### config.mk
export PLATFORM = sky130hd
export DESIGN_NAME = dcm_prog_ctrl
export DESIGN_NICKNAME = d
export VERILOG_FILES = /design/src/rtl/dcm_prog_ctrl.sv
export SDC_FILE = /design/constraint.sdc
export NUM_CORES = 1
export LEC_CHECK = 0
export BUFFER_PORTS_ARGS = -buffer_cell sky130_fd_sc_hd__buf_2
export CAP_MARGIN = 20
export CORE_ASPECT_RATIO = 0.5
export CORE_MARGIN = 2
export CORE_UTILIZATION = 40
export CTS_CLUSTER_DIAMETER = 100
export CTS_CLUSTER_SIZE = 40
export DETAILED_ROUTE_END_ITERATION = 10
export GPL_ROUTABILITY_DRIVEN = 0
export HOLD_SLACK_MARGIN = 0.06
export RECOVER_POWER = 25
export SYNTH_ARGS = -nofsm -noshare
export SYNTH_HDL_FRONTEND = slang
export SYNTH_SLANG_ARGS = --single-unit
### constraint.sdc
create_clock -name clk -period 4.7 [get_ports clk]
set_input_delay 0.235 -clock clk [delete_from_list [all_inputs] [get_ports clk]]
set_output_delay 0.235 -clock clk [all_outputs]
set_load 0.1 [all_outputs]
### src/rtl/dcm_prog_ctrl.sv
// Button/switch front-end for the clock manager: synchronise, debounce, issue one update per press.
// Optional WAIT_ACK timeout is enabled by defining DCM_PROG_CTRL_ACK_TIMEOUT_EN.
module dcm_prog_ctrl #(
    parameter int DEBOUNCE_CYCLES = 1000000,
    parameter int ACK_TIMEOUT     = 200000000
) (
    input  logic       clk,
    input  logic       rst,
    input  logic       btn_update,
    input  logic [2:0] sw_prog,
    input  logic [2:0] prog_out,
    output logic       update,
    output logic [2:0] prog_in,
    output logic       busy,
    output logic       ack_err
);

    localparam int CNT_W = $clog2(DEBOUNCE_CYCLES);
    localparam logic [CNT_W-1:0] CNT_LAST = CNT_W'(DEBOUNCE_CYCLES - 1);

    typedef enum logic [2:0] {
        IDLE,
        DEBOUNCE,
        ISSUE,
        WAIT_ACK,
        RELEASE
    } state_t;

    // Out-of-range parameters leave this marker scope in the elaborated hierarchy.
    generate
        if (DEBOUNCE_CYCLES < 2 || ACK_TIMEOUT < 2) begin : g_param_range_invalid
        end
    endgenerate

    logic       btn_meta_q, btn_s_q;
    logic [2:0] sw_meta_q, sw_s_q;
    logic [2:0] po_meta_q, po_s_q;

    state_t           state_q, state_d;
    logic [CNT_W-1:0] cnt_q, cnt_d;
    logic [2:0]       prog_q, prog_d;

    always_ff @(posedge clk or negedge rst) begin
        if (!rst) begin
            btn_meta_q <= 1'b0;
            btn_s_q    <= 1'b0;
            sw_meta_q  <= 3'd0;
            sw_s_q     <= 3'd0;
            po_meta_q  <= 3'd0;
            po_s_q     <= 3'd0;
        end else begin
            btn_meta_q <= btn_update;
            btn_s_q    <= btn_meta_q;
            sw_meta_q  <= sw_prog;
            sw_s_q     <= sw_meta_q;
            po_meta_q  <= prog_out;
            po_s_q     <= po_meta_q;
        end
    end

    always_ff @(posedge clk or negedge rst) begin
        if (!rst) begin
            state_q <= IDLE;
            cnt_q   <= '0;
            prog_q  <= 3'd0;
        end else begin
            state_q <= state_d;
            cnt_q   <= cnt_d;
            prog_q  <= prog_d;
        end
    end

`ifdef DCM_PROG_CTRL_ACK_TIMEOUT_EN
    localparam int TMO_W = $clog2(ACK_TIMEOUT);
    localparam logic [TMO_W-1:0] TMO_LAST = TMO_W'(ACK_TIMEOUT - 1);

    logic [TMO_W-1:0] tmo_q, tmo_d;

    always_ff @(posedge clk or negedge rst) begin
        if (!rst) begin
            tmo_q <= '0;
        end else begin
            tmo_q <= tmo_d;
        end
    end
`endif

    always_comb begin
        state_d = state_q;
        cnt_d   = cnt_q;
        prog_d  = prog_q;
        update  = 1'b0;
        busy    = 1'b0;
        ack_err = 1'b0;
`ifdef DCM_PROG_CTRL_ACK_TIMEOUT_EN
        tmo_d   = tmo_q;
`endif
        case (state_q)
            IDLE: begin
                if (btn_s_q) begin
                    state_d = DEBOUNCE;
                    cnt_d   = '0;
                end
            end
            DEBOUNCE: begin
                if (!btn_s_q) begin
                    state_d = IDLE;
                    cnt_d   = '0;
                end else if (cnt_q == CNT_LAST) begin
                    // The only point where a new program value is captured.
                    prog_d  = sw_s_q;
                    cnt_d   = '0;
                    state_d = (sw_s_q == po_s_q) ? RELEASE : ISSUE;
                end else begin
                    cnt_d = cnt_q + 1'b1;
                end
            end
            ISSUE: begin
                update  = 1'b1;
                busy    = 1'b1;
                state_d = WAIT_ACK;
`ifdef DCM_PROG_CTRL_ACK_TIMEOUT_EN
                tmo_d   = '0;
`endif
            end
            WAIT_ACK: begin
                busy = 1'b1;
                if (po_s_q == prog_q) begin
                    state_d = RELEASE;
                    cnt_d   = '0;
                end
`ifdef DCM_PROG_CTRL_ACK_TIMEOUT_EN
                else if (tmo_q == TMO_LAST) begin
                    // Give up: report, and mirror what the clock manager actually runs.
                    ack_err = 1'b1;
                    prog_d  = po_s_q;
                    state_d = RELEASE;
                    cnt_d   = '0;
                end else begin
                    tmo_d = tmo_q + 1'b1;
                end
`endif
            end
            RELEASE: begin
                if (btn_s_q) begin
                    cnt_d = '0;
                end else if (cnt_q == CNT_LAST) begin
                    state_d = IDLE;
                    cnt_d   = '0;
                end else begin
                    cnt_d = cnt_q + 1'b1;
                end
            end
            default: begin
                state_d = IDLE;
                cnt_d   = '0;
            end
        endcase
    end

    assign prog_in = prog_q;

endmodule

==> impl_metrics.toml <==
[outcome]
status = "finished with violations"
failed_checks = "max-capacitance violations, max-slew violations"

[synthesis]
ys_seq_area_share_pct = 51.5
ys_types = 51
syn_inst = 187
syn_area_per_cell_sq_um = 10.4
synthesis.nets = 197
synth_area_sq_um = 1940
yosys_warnings = 0
ys_seq_elements = 40
synth_flop_cell = "dfrtp_1"
synth_edf_count = 0
async_reset_ff_share_pct = 100

[critical_path]
critPathLaunch = "state_q[0]"
arrival_ns = 2.72
cp-end-kind = "flop"
cp_slowest_cell = "o21ba_1"
worstPathBufferInverterCount = 0
ff2ff_path_depth = 5
start_kind = "flop"
cpLargestDelayFamily = "compound AO/OA/AOI/OAI gates"
reg2reg_slack_ns = 2.19
worstPathRequired_ns = 4.91
path_depth = 5
max_stage_delay_ns = 0.91
cp_max_fo = 27
reg2reg_to = "cnt_q[15]"
r2r_start = "state_q[0]"
crit_chain = "or3b_1 -> a21o_1 -> o21ba_1 -> a41oi_1 -> a31oi_1"
path_class = "flop to flop"

[pwr]
power_uw = 856
power_leakage_uw = 0.000983
power.density_nw_per_um2 = 388
ir_drop_v = 0.000149

[sta]
slew_violations = 41
tightest_slew_ns = 2.14
fin_crit_ns = 2.51
finalSetupViolations = 0
finClkSkew_ns = 0.0117
final.setup.tns_ns = 0
fmax_mhz = 399
rsz0062_at_grt = "false"
layout_setup_ws_ns = 2.19
period_share_pct = 53.4
final_hold_viol_count = 0
max_slew_margin_pct = -42.4

[die]
io_pins = 15
die_area_sq_um = 5470
num_rows = 17
die_x_um = 103
core_sq_um = 4530
initial_core_util_pct = 42.9
die_height_um = 53.3

[global_route]
overflow = 0
track_usage_pct = 16.1
grt_pass1_vias = 1403
antenna_found_initial = 0
grt_pass1_wl_um = 6510
grt_max_degree = 41

[clock_tree]
clock_latency_ns = 0.30
clock_sinks = 40
cts_setup_buffers = 0
cts_tree = "built"
clk_pin_slew_worst_paths_ns = 0.08
cts_max_path_buffers = 2
numCtsBuffers = 5
htree_levels = 2
root_buffer = "clkbuf_8"

[final_layout]
layout-drive-gt1-share_pct = 15.9
stdcell_area_sq_um = 2210
area_delta_synth_final_pct = 13.7
layout_commonest_cell = "dfrtp_1"
num_antenna_cells = 0
final_cell_mix = "40 x dfrtp_1, 19 x nand2_1, 12 x buf_2, 11 x nand3_1"
finish.utilization_pct = 48.8
layout.nets = 217

[routing]
vias = 1531
first_pass_iters = 4
ant_nets = 0
wl_per_cell_um = 14.4
wl_um = 3960
drc = 0
drtIter0Drc = 57
vias_per_cell = 5.59

[place]
io_buffers = 13
hpwl_um = 2570
pre_cts_slack_ns = 2.22
post_dp_cell_area_sq_um = 2020

[worst_hold_path]
worstHoldStart = "btn_meta_q"
min_to = "btn_s_q"
hold_depth = 0
holdCritPathClass = "flop to flop"

[flow_run]
maxCapViolations = 1
[through the flow]
step           std cells  hold slack (ns)
6_report             274            0.353
2_1_floorplan        187          -0.0606
5_1_grt              274            0.361
4_1_cts              273           0.0853
3_3_place_gp         258            0.335
3_5_place_dp         258            0.336
[cells by family (layout without fill, tap and decap cells)]
family	count (synthesis)	count (layout)	share of synthesized area, %
AO/OA/AOI/OAI	52	52	18.7
XOR/XNOR	6	6	2.70
adder cells (fa/ha/maj)	1	1	0.644
buffers and inverters	13	34	4.77
flip-flops	40	40	51.5
multiplexers	3	3	1.74
other	1	1	0.193
AND/OR/NAND/NOR	71	71	19.8
[cell usage after synthesis, types with 2 or more instances]
cell       n  area, sq um
o21ai_0    6         30.0
a31oi_1    8         50.1
a21o_1     2         15.0
nand2b_1   2         12.5
nand4_1    4         25.0
and3_1     4         25.0
nand3_1   11         55.1
nand3b_1   2         15.0
buf_6      3         33.8
or2_2      2         12.5
inv_1      5         18.8
xor2_1     6         52.6
nand2_1   19         71.3
clkbuf_1   2         7.51
or3_1      4         25.0
nor3_1     3         15.0
a22o_1     2         17.5
o21ai_1    3         15.0
a22oi_1    2         15.0
and4_1     2         17.5
o31ai_2    2         25.0
a21oi_1   10         50.1
mux2_2     3         33.8
a41oi_1    4         35.0
nor4b_1    2         17.5
nor2_1    10         37.5
dfrtp_1   40         1000
[state kept, by name (all words and copies together), names as in the netlist]
| name | flops |
|---|---|
| cnt_q | 20 |
| po_meta_q | 3 |
| po_s_q | 3 |
| prog_in | 3 |
| state_q | 3 |
| sw_meta_q | 3 |
| sw_s_q | 3 |
| btn_meta_q | 1 |
| btn_s_q | 1 |
[worst max path at each step]
stage	endpoint	slack, ns
2_1_floorplan	cnt_q[12]	2.29
5_1_grt	cnt_q[15]	1.97
3_3_place_gp	cnt_q[15]	2.29
4_1_cts	cnt_q[17]	2.20
6_report	cnt_q[15]	2.19
3_5_place_dp	cnt_q[17]	2.22
[what timing repair did]
item | in CTS | in global routing
setup endpoints to repair | 0 | 0
resized for setup | 0 | 0
hold buffers | 7 | 0
endpoints found under the hold margin | 7 | 0
[cell type report]
| cell class | instances | area [sq um] |
|---|---|---|
| Fill cell | 424 | 2320 |
| Sequential cell | 40 | 1000 |
| Multi-Input combinational cell | 134 | 850 |
| Timing Repair Buffer | 21 | 141 |
| Tap cell | 66 | 82.6 |
| Clock buffer | 5 | 68.8 |
| Clock inverter | 3 | 47.5 |
| Inverter | 5 | 18.8 |
[metal layers]
metal	share of wire, %	global-route usage [%]	vias up
li1	-	-	737
met1	50	21.4	759
met2	44	24.7	27
met3	3.8	4.49	8
met4	1.8	7.11	0
met5	0	0	-
[power by group]
part	switching [uW]	internal (uW)
sequential	29.3	368
combinational	109	62.1
clock	128	160
(Power assumes the default switching activity.)
